--- config.mk ---
export PLATFORM = sky130hd
export DESIGN_NAME = storage_bank_sequencer_flat
export DESIGN_NICKNAME = d
export VERILOG_FILES = /design/src/rtl/storage_bank_sequencer_pkg.sv /design/src/rtl/storage_bank_sequencer_if.sv /design/src/rtl/seven_segment_display.sv /design/src/rtl/storage_bank_sequencer_button_pulse.sv /design/src/rtl/storage_bank_sequencer.sv /design/src/flat_wrapper.sv
export SDC_FILE = /design/constraint.sdc
export NUM_CORES = 1
export LEC_CHECK = 0
export CORE_MARGIN = 2
export CORE_UTILIZATION = 45
export DETAILED_ROUTE_END_ITERATION = 6
export SLEW_MARGIN = 20
export SYNTH_ARGS = -nofsm -noshare
export SYNTH_HDL_FRONTEND = slang
export SYNTH_SLANG_ARGS = --single-unit
--- constraint.sdc ---
create_clock -name clk -period 5.34 [get_ports clk]
set_clock_uncertainty 0.1 [all_clocks]
set_input_delay 1.068 -clock clk [delete_from_list [all_inputs] [get_ports clk]]
set_output_delay 1.068 -clock clk [all_outputs]
set_load 0.02 [all_outputs]
--- src/rtl/storage_bank_sequencer_pkg.sv ---
// Shared definitions for the storage bank sequencer: FSM encoding,
// status LED bit positions and pointer/count width helpers.
package storage_bank_sequencer_pkg;

  // Board-level bus widths
  localparam int LED_W    = 8;
  localparam int STATUS_W = 4;
  localparam int HEX_W    = 7;

  // Bit positions inside status_leds
  localparam int STATUS_ERR   = 3;
  localparam int STATUS_SCAN  = 2;
  localparam int STATUS_FULL  = 1;
  localparam int STATUS_EMPTY = 0;

  // Sequencer states
  typedef enum logic [0:0] {
    ST_IDLE      = 1'b0,
    ST_SCAN_SHOW = 1'b1
  } seq_state_e;

  // Pointer width for a bank of the given depth (depth is a power of two)
  function automatic int ptr_width(input int depth);
    return $clog2(depth);
  endfunction

  // Occupancy counter width: one extra bit so that "full" is representable
  function automatic int cnt_width(input int depth);
    return $clog2(depth) + 1;
  endfunction

  // Timer width for a scan period of at least 2 cycles
  function automatic int timer_width(input int period);
    return (period > 2) ? $clog2(period) : 1;
  endfunction

endpackage

--- src/rtl/storage_bank_sequencer_if.sv ---
// Board-facing bus of the storage bank sequencer: switches and buttons in,
// LEDs and seven-segment digits out.
interface storage_bank_sequencer_if;
  import storage_bank_sequencer_pkg::*;

  logic [LED_W-1:0]    switches;
  logic                write_button;
  logic                transfer_button;
  logic                scan_button;
  logic [LED_W-1:0]    red_leds;
  logic [LED_W-1:0]    green_leds;
  logic [STATUS_W-1:0] status_leds;
  logic [HEX_W-1:0]    HEX0;
  logic [HEX_W-1:0]    HEX1;

  // Board side: drives switches and buttons, observes the displays
  modport master (
    output switches, write_button, transfer_button, scan_button,
    input  red_leds, green_leds, status_leds, HEX0, HEX1
  );

  // Sequencer side
  modport slave (
    input  switches, write_button, transfer_button, scan_button,
    output red_leds, green_leds, status_leds, HEX0, HEX1
  );

endinterface

--- src/rtl/seven_segment_display.sv ---
// Hex nibble to seven-segment decoder, active-low segments ordered {g,f,e,d,c,b,a}.
module seven_segment_display (
  input  logic [3:0] value,
  output logic [6:0] segments
);

  // Pure lookup from nibble to segment pattern
  always_comb begin
    segments = 7'b1111111;
    case (value)
      4'h0:    segments = 7'b1000000;
      4'h1:    segments = 7'b1111001;
      4'h2:    segments = 7'b0100100;
      4'h3:    segments = 7'b0110000;
      4'h4:    segments = 7'b0011001;
      4'h5:    segments = 7'b0010010;
      4'h6:    segments = 7'b0000010;
      4'h7:    segments = 7'b1111000;
      4'h8:    segments = 7'b0000000;
      4'h9:    segments = 7'b0010000;
      4'hA:    segments = 7'b0001000;
      4'hB:    segments = 7'b0000011;
      4'hC:    segments = 7'b1000110;
      4'hD:    segments = 7'b0100001;
      4'hE:    segments = 7'b0000110;
      4'hF:    segments = 7'b0001110;
      default: segments = 7'b1111111;
    endcase
  end

endmodule

--- src/rtl/storage_bank_sequencer_button_pulse.sv ---
// Push-button front end: two-flop synchroniser followed by a rising-edge
// detector, producing one single-cycle pulse per press.
// The detector is only armed once the button has been seen released after
// reset, so a button held through reset does not fire on reset release.
module button_pulse (
  input  logic clk,
  input  logic reset,
  input  logic button,
  output logic pulse
);

  logic sync1_r;
  logic sync2_r;
  logic settle_r;
  logic armed_r;

  // Synchroniser chain plus arming: arm only after a real (post-reset) low sample
  always_ff @(posedge clk or negedge reset) begin
    if (!reset) begin
      sync1_r  <= 1'b0;
      sync2_r  <= 1'b0;
      settle_r <= 1'b0;
      armed_r  <= 1'b0;
    end else begin
      sync1_r  <= button;
      sync2_r  <= sync1_r;
      settle_r <= 1'b1;
      armed_r  <= armed_r | (settle_r & ~sync1_r);
    end
  end

  // Pulse is high for the single cycle after the first synchroniser sees the press
  assign pulse = sync1_r & ~sync2_r & armed_r;

endmodule

--- src/rtl/storage_bank_sequencer.sv ---
// Storage bank sequencer: a DEPTH-entry byte FIFO driven from push-buttons.
// Write pushes the switches, transfer pops the oldest entry to the green LEDs,
// scan cycles the green LEDs through the stored entries without popping.
module storage_bank_sequencer
  import storage_bank_sequencer_pkg::*;
#(
  parameter int DEPTH       = 4,
  parameter int SCAN_PERIOD = 50_000_000
) (
  input  logic                      clk,
  input  logic                      reset,
  storage_bank_sequencer_if.slave   bus
);

  localparam int PTR_W = ptr_width(DEPTH);
  localparam int CNT_W = cnt_width(DEPTH);
  localparam int TMR_W = timer_width(SCAN_PERIOD);

  // Button pulses
  logic wr_pulse_s;
  logic tr_pulse_s;
  logic sc_pulse_s;

  // Registered state and its next values
  seq_state_e       state_r,    state_nxt_s;
  logic [LED_W-1:0] slots_r     [DEPTH];
  logic [LED_W-1:0] slots_nxt_s [DEPTH];
  logic [PTR_W-1:0] wr_ptr_r,   wr_ptr_nxt_s;
  logic [PTR_W-1:0] rd_ptr_r,   rd_ptr_nxt_s;
  logic [CNT_W-1:0] count_r,    count_nxt_s;
  logic [PTR_W-1:0] scan_idx_r, scan_idx_nxt_s;
  logic [TMR_W-1:0] timer_r,    timer_nxt_s;
  logic [LED_W-1:0] red_r,      red_nxt_s;
  logic [LED_W-1:0] green_r,    green_nxt_s;
  logic             err_r,      err_nxt_s;

  // Decoded conditions
  logic             full_s;
  logic             empty_s;
  logic             idle_s;
  logic             scan_enter_s;
  logic             scan_fail_s;
  logic             pop_req_s;
  logic             write_ok_s;
  logic             write_fail_s;
  logic             pop_ok_s;
  logic             pop_fail_s;
  logic [PTR_W-1:0] adv_idx_s;
  logic [STATUS_W-1:0] status_s;

  button_pulse u_write_btn (
    .clk    (clk),
    .reset  (reset),
    .button (bus.write_button),
    .pulse  (wr_pulse_s)
  );

  button_pulse u_transfer_btn (
    .clk    (clk),
    .reset  (reset),
    .button (bus.transfer_button),
    .pulse  (tr_pulse_s)
  );

  button_pulse u_scan_btn (
    .clk    (clk),
    .reset  (reset),
    .button (bus.scan_button),
    .pulse  (sc_pulse_s)
  );

  // Request qualification: which of this cycle's pulses succeed or fail
  always_comb begin
    full_s       = (count_r == CNT_W'(DEPTH));
    empty_s      = (count_r == CNT_W'(0));
    idle_s       = (state_r == ST_IDLE);
    scan_enter_s = sc_pulse_s & idle_s & ~empty_s;
    scan_fail_s  = sc_pulse_s & idle_s & empty_s;
    // A transfer is ignored while scanning, including on the edge scan starts
    pop_req_s    = tr_pulse_s & idle_s & ~scan_enter_s;
    write_ok_s   = wr_pulse_s & ~full_s;
    write_fail_s = wr_pulse_s & full_s;
    pop_ok_s     = pop_req_s & ~empty_s;
    pop_fail_s   = pop_req_s & empty_s;
  end

  // Next-state logic for the FSM, bank, pointers, timer and LED registers
  always_comb begin
    state_nxt_s    = state_r;
    slots_nxt_s    = slots_r;
    wr_ptr_nxt_s   = wr_ptr_r;
    rd_ptr_nxt_s   = rd_ptr_r;
    scan_idx_nxt_s = scan_idx_r;
    timer_nxt_s    = timer_r;
    red_nxt_s      = red_r;
    green_nxt_s    = green_r;
    err_nxt_s      = err_r;
    adv_idx_s      = scan_idx_r + PTR_W'(1);

    // Push: the pop below reads slots_r, so it always sees pre-write contents
    if (write_ok_s) begin
      slots_nxt_s[wr_ptr_r] = bus.switches;
      red_nxt_s             = bus.switches;
      wr_ptr_nxt_s          = wr_ptr_r + PTR_W'(1);
    end else begin
      wr_ptr_nxt_s = wr_ptr_r;
    end

    if (pop_ok_s) begin
      green_nxt_s  = slots_r[rd_ptr_r];
      rd_ptr_nxt_s = rd_ptr_r + PTR_W'(1);
    end else begin
      rd_ptr_nxt_s = rd_ptr_r;
    end

    count_nxt_s = count_r + (write_ok_s ? CNT_W'(1) : CNT_W'(0))
                          - (pop_ok_s   ? CNT_W'(1) : CNT_W'(0));

    case (state_r)
      ST_IDLE: begin
        if (scan_enter_s) begin
          state_nxt_s    = ST_SCAN_SHOW;
          scan_idx_nxt_s = rd_ptr_r;
          timer_nxt_s    = TMR_W'(0);
          green_nxt_s    = slots_r[rd_ptr_r];
        end else begin
          state_nxt_s = ST_IDLE;
        end
      end
      ST_SCAN_SHOW: begin
        if (sc_pulse_s) begin
          // Leaving scan freezes whatever is currently displayed
          state_nxt_s = ST_IDLE;
        end else if (timer_r == TMR_W'(SCAN_PERIOD - 1)) begin
          timer_nxt_s = TMR_W'(0);
          // Walk oldest..newest, then wrap back to the oldest entry
          if (adv_idx_s == wr_ptr_r) begin
            scan_idx_nxt_s = rd_ptr_r;
          end else begin
            scan_idx_nxt_s = adv_idx_s;
          end
          green_nxt_s = slots_r[scan_idx_nxt_s];
        end else begin
          timer_nxt_s = timer_r + TMR_W'(1);
        end
      end
      default: begin
        state_nxt_s = ST_IDLE;
      end
    endcase

    // Error flag: any failed request this cycle wins over a success
    if (write_fail_s | pop_fail_s | scan_fail_s) begin
      err_nxt_s = 1'b1;
    end else if (write_ok_s | pop_ok_s | scan_enter_s) begin
      err_nxt_s = 1'b0;
    end else begin
      err_nxt_s = err_r;
    end
  end

  // State registers with asynchronous active-low reset
  always_ff @(posedge clk or negedge reset) begin
    if (!reset) begin
      state_r    <= ST_IDLE;
      for (int i = 0; i < DEPTH; i++) begin
        slots_r[i] <= 8'h00;
      end
      wr_ptr_r   <= '0;
      rd_ptr_r   <= '0;
      count_r    <= '0;
      scan_idx_r <= '0;
      timer_r    <= '0;
      red_r      <= 8'h00;
      green_r    <= 8'h00;
      err_r      <= 1'b0;
    end else begin
      state_r    <= state_nxt_s;
      slots_r    <= slots_nxt_s;
      wr_ptr_r   <= wr_ptr_nxt_s;
      rd_ptr_r   <= rd_ptr_nxt_s;
      count_r    <= count_nxt_s;
      scan_idx_r <= scan_idx_nxt_s;
      timer_r    <= timer_nxt_s;
      red_r      <= red_nxt_s;
      green_r    <= green_nxt_s;
      err_r      <= err_nxt_s;
    end
  end

  // Status LED packing from registered state
  always_comb begin
    status_s               = 4'b0000;
    status_s[STATUS_ERR]   = err_r;
    status_s[STATUS_SCAN]  = (state_r == ST_SCAN_SHOW);
    status_s[STATUS_FULL]  = full_s;
    status_s[STATUS_EMPTY] = empty_s;
  end

  assign bus.red_leds    = red_r;
  assign bus.green_leds  = green_r;
  assign bus.status_leds = status_s;

  seven_segment_display u_hex0 (
    .value    (green_r[3:0]),
    .segments (bus.HEX0)
  );

  seven_segment_display u_hex1 (
    .value    (green_r[7:4]),
    .segments (bus.HEX1)
  );

endmodule

--- src/flat_wrapper.sv ---
// flat-port wrapper written by rule: the top's interface ports become plain ports
module storage_bank_sequencer_flat import storage_bank_sequencer_pkg::*;
#(
  parameter int DEPTH       = 4,
  parameter int SCAN_PERIOD = 50_000_000
)
  (clk, reset, bus_switches, bus_write_button, bus_transfer_button, bus_scan_button, bus_red_leds, bus_green_leds, bus_status_leds, bus_HEX0, bus_HEX1);
  storage_bank_sequencer_if bus_i ();
  input  logic clk;
  input  logic reset;
  input wire logic [$bits(bus_i.switches)-1:0] bus_switches;
  input wire logic [$bits(bus_i.write_button)-1:0] bus_write_button;
  input wire logic [$bits(bus_i.transfer_button)-1:0] bus_transfer_button;
  input wire logic [$bits(bus_i.scan_button)-1:0] bus_scan_button;
  output wire logic [$bits(bus_i.red_leds)-1:0] bus_red_leds;
  output wire logic [$bits(bus_i.green_leds)-1:0] bus_green_leds;
  output wire logic [$bits(bus_i.status_leds)-1:0] bus_status_leds;
  output wire logic [$bits(bus_i.HEX0)-1:0] bus_HEX0;
  output wire logic [$bits(bus_i.HEX1)-1:0] bus_HEX1;
  assign bus_i.switches = bus_switches;
  assign bus_i.write_button = bus_write_button;
  assign bus_i.transfer_button = bus_transfer_button;
  assign bus_i.scan_button = bus_scan_button;
  assign bus_red_leds = bus_i.red_leds;
  assign bus_green_leds = bus_i.green_leds;
  assign bus_status_leds = bus_i.status_leds;
  assign bus_HEX0 = bus_i.HEX0;
  assign bus_HEX1 = bus_i.HEX1;
  storage_bank_sequencer #(.DEPTH(DEPTH), .SCAN_PERIOD(SCAN_PERIOD)) u_core (.clk(clk), .reset(reset), .bus(bus_i));
endmodule
Word-level counts from Yosys, hierarchy flattened
Memory sizes are Yosys's and may differ from the RTL's.
Cells that the tools add are included.
{ "totals": {"ff_bits": 95, "ramBits": 0, "latch_bits": 0, "input_bits": 13, "out_inout_bits": 34, "romBits": 224, "memories": 2} }
{ "op_classes": {"n_lt_le_gt_ge": 4, "n_div": 0, "bitwise": 38, "muxes": 33, "n_eq_ne": 6, "reduce_logical": 5, "add_sub_neg": 6, "n_mul": 0, "n_shift": 0} }
{ "memory_table": {"columns": ["memory", "depth", "word_bits", "read_ports", "rd_ports_with_merged_regs", "write_ports", "line_no", "text"], "rows": [
  ["(name not given)", 16, 7, 1, 0, 0, "seven_segment_display.sv:10", "case (value)"],
  ["(name not given)", 16, 7, 1, 0, 0, "seven_segment_display.sv:10", null]
]} }
{ "ops": {"columns": ["cell", "count"], "rows": [
  ["26-bit 2-to-1 mux", 3],
  ["8-bit 2-to-1 mux", 9],
  ["26-bit case mux with 2 select lines", 1],
  ["8-bit binary-select mux with 2-bit select", 2],
  ["32-bit bitwise mux", 1],
  ["26-bit by 1-bit adder with 26-bit output, second input constant", 1],
  ["26-bit == test, second input constant", 1],
  ["1-bit bitwise AND", 18],
  ["8-bit demux with 2-bit select", 1],
  ["8-bit case mux with 2 select lines", 1],
  ["2-bit 2-to-1 mux", 7],
  ["1-bit inverter", 10],
  ["3-bit >= comparator, second input constant", 3],
  ["2-bit inverter with 3-bit output", 3],
  ["1-bit bitwise OR", 7],
  ["2-bit by 1-bit adder with 2-bit output, second input constant", 3],
  ["1-bit 2-to-1 mux", 6],
  ["2-bit inequality test, second input constant", 3],
  ["2-bit case mux with 2 select lines", 1],
  ["3-bit adder", 1],
  ["3-bit == test, second input constant", 1],
  ["3-bit logical NOT", 1],
  ["3-bit by 1-bit less-than comparator with 1-bit output, second input constant", 1],
  ["3-bit AND reduction", 1],
  ["other kinds (6)", 6]
]} }

Longest topological paths before layout
{ "logic_depth": {"word_depth": 13, "ltp_mapped": 9, "ltp_nobuf": 9} }

By module
Synthesis repeated with hierarchy kept, for this count alone.
{ "hier_totals": {"cells_unflattened": 557, "hier_area_um2": 5770.5} }
{ "by_module_without_submodules": {"columns": ["mod", "instances", "area_each_um2", "cells_each"], "rows": [
  ["storage_bank_sequencer", 1, 4864.7, 467],
  ["button_pulse", 3, 122.6, 9],
  ["seven_segment_display (u_core.u_hex0)", 1, 275.3, 32],
  ["seven_segment_display (u_core.u_hex1)", 1, 262.8, 31]
]} }

Worst setup path after synthesis
Ideal clock, no wire load.
{ "synth_path": {"path_kind": "flip-flop to output port", "startpoint": "register u_core.green_r[7] (netlist: u_core.bus.green_leds[7])", "endpoint": "output bus_HEX1[0]", "t_required_ns": 4.172, "slack_ns": 2.544, "path_buffers": 1, "t_arrival_ns": 1.628, "stages_incl_launch_ff": 5, "path_cell_list": "dfrtp_1 > buf_1 > nor2_1 > or3b_2 > o21ai_0"} }
{ "synth_between": {"elab_chain_cells": 1} }
{ "synth_rtl": {"columns": ["element", "line_no", "text"], "rows": [
  ["start: declaration", "storage_bank_sequencer.sv:34", "logic [LED_W-1:0] green_r, green_nxt_s;"],
  ["start signal: assignment", "storage_bank_sequencer.sv:186", "green_r <= green_nxt_s;"],
  ["memory 16 x 7 bit", null, null],
  ["end: declaration", "flat_wrapper.sv:19", "output wire logic [$bits(bus_i.HEX1)-1:0] bus_HEX1;"]
]} }
Every way passes these cells.

Final worst setup path
{ "layout_path": {"startpoint": "register u_core.green_r[5] (netlist: u_core.bus.green_leds[5])", "endpoint": "output bus_HEX1[0]"} }
Same word-level chain as after synthesis.

==> results.cfg <==
[synthesis]
ys_seq_area_frac = 0.4484
ys_seq_elements = 95
synth_cell_type_count = 63
netlist_instances = 465
synth.area.top_cells = dfrtp_1 45%, mux2_2 10%, mux2i_1 4.9%
synth_edf_count = 0
syn_area_per_cell_um2 = 11.40
syn-num-nets = 497
ys_warn_count = 0
synth_area_um2 = 5301
yosysTopAreaCellShare = 0.4484
synth_ff_type = dfrtp_1
synthArstFlopShare = 1.000
yosysTopAreaCell = dfrtp_1

[finish]
final_cells = 653
layout.nets = 537
multi_input_area_um2 = 2733
n_fill_cell = 1001
diodes = 0
final_util = 0.5382
drive_above_1_share = 0.2098
seqCellArea_um2 = 2377
fin_area_um2 = 6172
area_growth_pct = 16.43

[cts]
cts_buffer_depth = 2
insertion_delay_ps = 350
cts_tree = done
hold_buffers = 0
cts-root-buf = clkbuf_16
cts.repair.resized = 0
cts.htree.levels = 3
cts.sinks = 95
post_cts_buffers = 0
clk_pin_slew_ps = 60
numCtsBuffers = 9

[floorplanning]
chipWidth_um = 112.5
start_util = 0.4623
die_h_um = 112.5
die_area_um2 = 12670
io_pins = 47
core_um2 = 11470
fp-row-count = 39

[routing]
postRouteAntennaNets = 0
vias = 3642
drtPass1Iterations = 4
wire_per_inst_um = 16.63
wirelength_um = 10860
via_per_inst = 5.577
drt_iter0_drc = 133
route.detailed.drc = 0

[worst_setup_path]
critPathLaunchType = register
cp_data_arrival_time_ps = 2460
path_class = register to output port
end_kind = output port
path_max_fanout = 7
required_ps = 4170

[power_and_ir_drop]
p_sw_frac = 0.3864
switchingPower_mw = 1.483
p_leak_nw = 2.662
seqPwrFrac = 0.328
comb_power_share = 0.488
peakVddDrop_mv = 0.3222
internal_power_mw = 2.356
power.total_mw = 3.839
p_per_area_nw_per_um2 = 622.0
power.share.clock = 0.184

[timing]
post-route-min-period_ps = 3630
hold_viol = 0
rsz0062_at_grt = no
fin_ws_ps = 1710
slew_viol_final = 0
finalSetupTns_ps = 0
max_freq_mhz = 275.5
tightest_slew_ps = 1093
hold-worst-slack_ps = 321.0
finalCritPeriodShare = 0.6798
relSlewSlack = 0.2710
setup_viol = 0

[grt]
grt_pass1_wl_um = 18360
grtUsageTotal = 0.1825
grt_use_met2 = 0.2822
grt_use_met1 = 0.2609
busiest_layer = met2
grt_use_met3 = 0.03132
grt_max_degree = 53
antenna_found_initial = 0
grt_pass1_vias = 3524
overflow = 0

[status]
status = finished clean

[flow_run]
maxCapViolations = 0

[placed_design]
dp_slack_ps = 2069
place_hpwl_um = 7596
io_buffers = 46
dp.cells = 637
placed_area_um2 = 5844
gp_congestion = 0.7844

[min_path]
hold_path.class = register to register
==> state kept, by name, summed over array words and instances, names as in the netlist, 2 cells and up <==
signal	cells
u_core.bus.green_leds	8
u_core.bus.red_leds	8
u_core.count_r	3
u_core.rd_ptr_r	2
u_core.scan_idx_r	2
u_core.slots_r	32
u_core.timer_r	26
u_core.wr_ptr_r	2
==> cells in the mapped netlist (10+ instances only) <==
| master | number |
|---|---|
| xnor2_1 | 13 |
| dfrtp_1 | 95 |
| mux2_2 | 49 |
| nand2_1 | 23 |
| o21ai_0 | 20 |
| nor2_1 | 36 |
| a21oi_1 | 20 |
| mux2i_1 | 26 |
| inv_1 | 20 |
| nand3_1 | 13 |
| ha_1 | 18 |
| mux4_2 | 10 |
==> routing by layer <==
| metal | part of all wire | vias to the layer above |
|---|---|---|
| met3 | 0.024 | 11 |
| met1 | 0.49 | 1825 |
| met2 | 0.48 | 47 |
| li1 | - | 1759 |
| met5 | 0 | - |
| met4 | 0.013 | 0 |
==> cells by family (layout without fill, tap and decap cells) <==
kind of cell / count (synthesis) / after routing / synth area share
mux: 85 / 85 / 0.1957
xor+xnor: 20 / 20 / 0.03304
simple gates: 121 / 121 / 0.1367
fa+ha+maj: 19 / 19 / 0.04626
other cells: 1 / 1 / 0.0007074
compound gates: 83 / 83 / 0.1031
flops: 95 / 95 / 0.4484
buf+inv: 41 / 86 / 0.03611
==> power by group through the flow <==
stage / clock [mW] / sequential [mW] / combinational, mW
floorplan: 0 / 1.20 / 1.35
global placement: 0 / 1.25 / 1.86
detailed placement: 0 / 1.27 / 1.88
CTS: 0.727 / 1.26 / 1.89
global route: 0.758 / 1.31 / 2.03
finish: 0.706 / 1.26 / 1.87
==> cell usage in the layout (no fill, tap or decap), drive strengths merged, types with 4 or more instances in the layout <==
| cell type | netlist | routed |
|---|---|---|
| dfrtp | 95 | 95 |
| mux2 | 49 | 49 |
| clkdlybuf4s50 | 0 | 45 |
| nor2 | 40 | 40 |
| mux2i | 26 | 26 |
| inv | 22 | 25 |
| nand2 | 23 | 23 |
| o21ai | 23 | 23 |
| a21oi | 20 | 20 |
| ha | 18 | 18 |
| nand3 | 13 | 13 |
| xnor2 | 13 | 13 |
| mux4 | 10 | 10 |
| clkbuf | 5 | 9 |
| nor3 | 8 | 8 |
| xor2 | 7 | 7 |
| o22ai | 7 | 7 |
| and3 | 6 | 6 |
| a22o | 5 | 5 |
| a31oi | 5 | 5 |
| nand4 | 5 | 5 |
| nor4 | 5 | 5 |
| a21o | 4 | 4 |
| nand3b | 4 | 4 |
| or3 | 4 | 4 |
==> critical path, stage by stage, from the launching register on <==
cell and delay, ps:
dfrtp_1 460, inv_1 160, ha_1 240, nor2b_1 80
or3b_2 460, o21ai_0 90, clkdlybuf4s50_1 630
==> area by class of cell <==
type / count / share of cell area
inverters: 22 / 0.01338
clock buffers: 9 / 0.03649
clock inverters: 7 / 0.01662
well taps: 143 / 0.02899
multi-input cells: 329 / 0.4427
repair buffers: 48 / 0.07663
flip-flops and latches: 95 / 0.3852
==> path summary, 6_finish.rpt <==
kind	depth (start not counted)	slack (ps)	endpoint	start
setup / recovery	6	1710	bus_HEX1[0]	u_core.bus.green_leds[5]$_DFF_PN0_
hold / removal	0	320	u_core.u_write_btn.sync2_r$_DFF_PN0_	u_core.u_write_btn.sync1_r$_DFF_PN0_
setup reg to reg	6	2700	u_core.bus.green_leds[6]$_DFF_PN0_	u_core.rd_ptr_r[0]$_DFFE_PN0P_
hold reg to reg	0	320	u_core.u_write_btn.sync2_r$_DFF_PN0_	u_core.u_write_btn.sync1_r$_DFF_PN0_
max in group asynchronous	2	3450	u_core.err_r$_DFFE_PN0P_	reset
min in group asynchronous	1	660	u_core.timer_r[5]$_DFFE_PN0P_	reset
Note: power is estimated with default switching activity, not from simulation.
==> RTL change (same settings) <==
`SCAN_PERIOD` is set to 50_000_000 in 2 places; all go to 25_000_000.
--- a/src/rtl/storage_bank_sequencer.sv
+++ b/src/rtl/storage_bank_sequencer.sv
@@ -5,7 +5,7 @@
   import storage_bank_sequencer_pkg::*;
 #(
   parameter int DEPTH       = 4,
-  parameter int SCAN_PERIOD = 50_000_000
+  parameter int SCAN_PERIOD = 25_000_000
 ) (
   input  logic                      clk,
   input  logic                      reset,
--- a/src/flat_wrapper.sv
+++ b/src/flat_wrapper.sv
@@ -2,7 +2,7 @@
 module storage_bank_sequencer_flat import storage_bank_sequencer_pkg::*;
 #(
   parameter int DEPTH       = 4,
-  parameter int SCAN_PERIOD = 50_000_000
+  parameter int SCAN_PERIOD = 25_000_000
 )
   (clk, reset, bus_switches, bus_write_button, bus_transfer_button, bus_scan_button, bus_red_leds, bus_green_leds, bus_status_leds, bus_HEX0, bus_HEX1);
   storage_bank_sequencer_if bus_i ();
Formal check against the unedited RTL: no difference found for any inputs over 4 cycles, from zero or initial values and one cycle with reset low; that may be too few to reach the edited logic, so the function may still have changed.
==> RTL change against the original RTL <==
Power shrank 4.3%. Combinational power shrank 4%. Clock power shrank 10%. Routed wire length shrank 3.4%. Highest routed layer unchanged. Critical endpoint unchanged. Design area shrank 3.8%. Sequential cell count shrank 1. Area after synthesis shrank 4.1%. Setup slack gained 0.032 ns. Critical path type unchanged.
==> RTL change: results (changes against the original RTL) <==
[place]
portBuffers = 46  ; unchanged
gp_congestion = 0.795  ; +1.3%
hpwlAfterDp_um = 6990  ; -8.0%

[synth]
syn_nets = 479  ; -3.6%
ys_types = 52  ; -17%
async_flop_share_pct = 100  ; unchanged
ys_top_cells_by_area = dfrtp_1 (46%), mux2_2 (11%), mux4_2 (4.9%)
synth_seq_area_share_pct = 46.3  ; +1.4 points
synthTopCellsByCount = dfrtp_1 (94), mux2_2 (48), nor2_1 (33)
synth_area_leader_cell = dfrtp_1
synth_warnings = 0  ; unchanged

[status]
outcome = complete, no violations

[cells_and_area]
diodes = 0  ; unchanged
n_fill_cell = 982  ; -1.9%
layout.nets = 521  ; -3.0%
reg_top3 = u_core.slots_r x32, u_core.timer_r x25
drive_gt1_share_pct = 17.6  ; -3.4 points

[worst_setup_path]
cp_max_fo = 7  ; unchanged
rrSetupSlack_ns = 2.67  ; -0.03 ns

[clocking]
htreeDepth = 3  ; unchanged
postCtsSetupRepairBufs = 0  ; unchanged
cts_inserted_buffers = 9  ; unchanged
path_clk_slew_ns = 0.07
cts-root-buf = clkbuf_16
clock_insertion_delay_worst_skew_ns = 0.34
clockBufferDepth = 2  ; unchanged
cts_hold_buf = 0  ; unchanged
cts-resized-gates = 0  ; unchanged

[pwr]
ir_worst_vdd_v = 0.000402  ; +25%
p_sw_mw = 1.39  ; -6.1%
leakage_nw = 2.52  ; -5.2%

[min_path]
hold_path_class = register to register

[grt]
grt.total_usage_pct = 19.1  ; +0.89 points
antenna_found_initial = 0  ; unchanged
grt_max_degree = 60  ; +13%
grt_pass1_wl_um = 17700  ; -3.6%

[timing]
relSlewSlack_pct = 50.1  ; +23 points
whs_ns = 0.301  ; -0.0196 ns

[drt]
num_vias = 3510  ; -3.6%
finalWirelength_um = 10500  ; -3.4%
drtPass1Iterations = 4  ; unchanged
initialDrtViolationCount = 178  ; +34%

## RTL change: area by class of cell
cell class	count	share of cell area, %
Multi-Input combinational cell	318	43.4
Sequential cell	94	39.6
Timing Repair Buffer	48	7.96
Clock buffer	13	4.21
Tap cell	140	2.95
Inverter	18	1.14
Clock inverter	3	0.737
## RTL change: cell families (layout without fill, tap and decap cells)
kind of cell,after synthesis,after routing,share of synthesized area (%)
and+or+nand+nor,123,123,12.5
DFF,94,94,46.3
muxes,83,83,20.3
AOI/OAI and AO/OA,72,72,9.35
buffers and inverters,35,82,3.22
xor gates and xnor gates,20,20,3.44
adders and majority gates,19,19,4.82
other,1,1,0.0737
## RTL change: layer usage
metal  share of wire, %  GRT usage, %
met1                 47          24.8
met2                 49          32.1
met3                3.1          3.47
met4                1.5          7.23
met5                  0             0
## RTL change: path summary, 6_finish.rpt
check                           cells past startpoint                                   end                            startpoint
worst max register to register                      6    u_core.bus.green_leds[7]$_DFF_PN0_        u_core.rd_ptr_r[1]$_DFFE_PN0P_
worst min register to register                      0  u_core.u_write_btn.sync2_r$_DFF_PN0_  u_core.u_write_btn.sync1_r$_DFF_PN0_
max in group asynchronous                           2        u_core.slots_r[31]$_DFFE_PN0P_                                 reset
min in group asynchronous                           1  u_core.u_write_btn.sync1_r$_DFF_PN0_                                 reset
worst min-delay path                                0  u_core.u_write_btn.sync2_r$_DFF_PN0_  u_core.u_write_btn.sync1_r$_DFF_PN0_
worst max-delay path                                6                           bus_HEX1[0]    u_core.bus.green_leds[5]$_DFF_PN0_
## RTL change: power by group through the flow
stage	clock network (mW)	logic (mW)	registers (mW)
detailed placement	0	1.79	1.26
global route	0.683	1.96	1.30
CTS	0.653	1.80	1.25
finish	0.633	1.79	1.25
global placement	0	1.77	1.24
floorplan	0	1.30	1.18
## RTL change: worst max-delay path, stage by stage, from the launching register on
cell and delay, ns:
dfrtp_1 0.46, inv_1 0.15, ha_1 0.24, nor2b_1 0.08, or3b_2 0.46, o21ai_0 0.08, clkdlybuf4s50_1 0.62
## RTL change: metrics by stage
stage          worst slack [ns]  cells  cell area [um2]
2_1_floorplan              2.56    447             5080
3_3_place_gp               2.16    618             5640
3_5_place_dp               2.11    618             5640
4_1_cts                    1.73    634             5930
5_1_grt                    1.59    634             5940
6_report                   1.74    634             5940
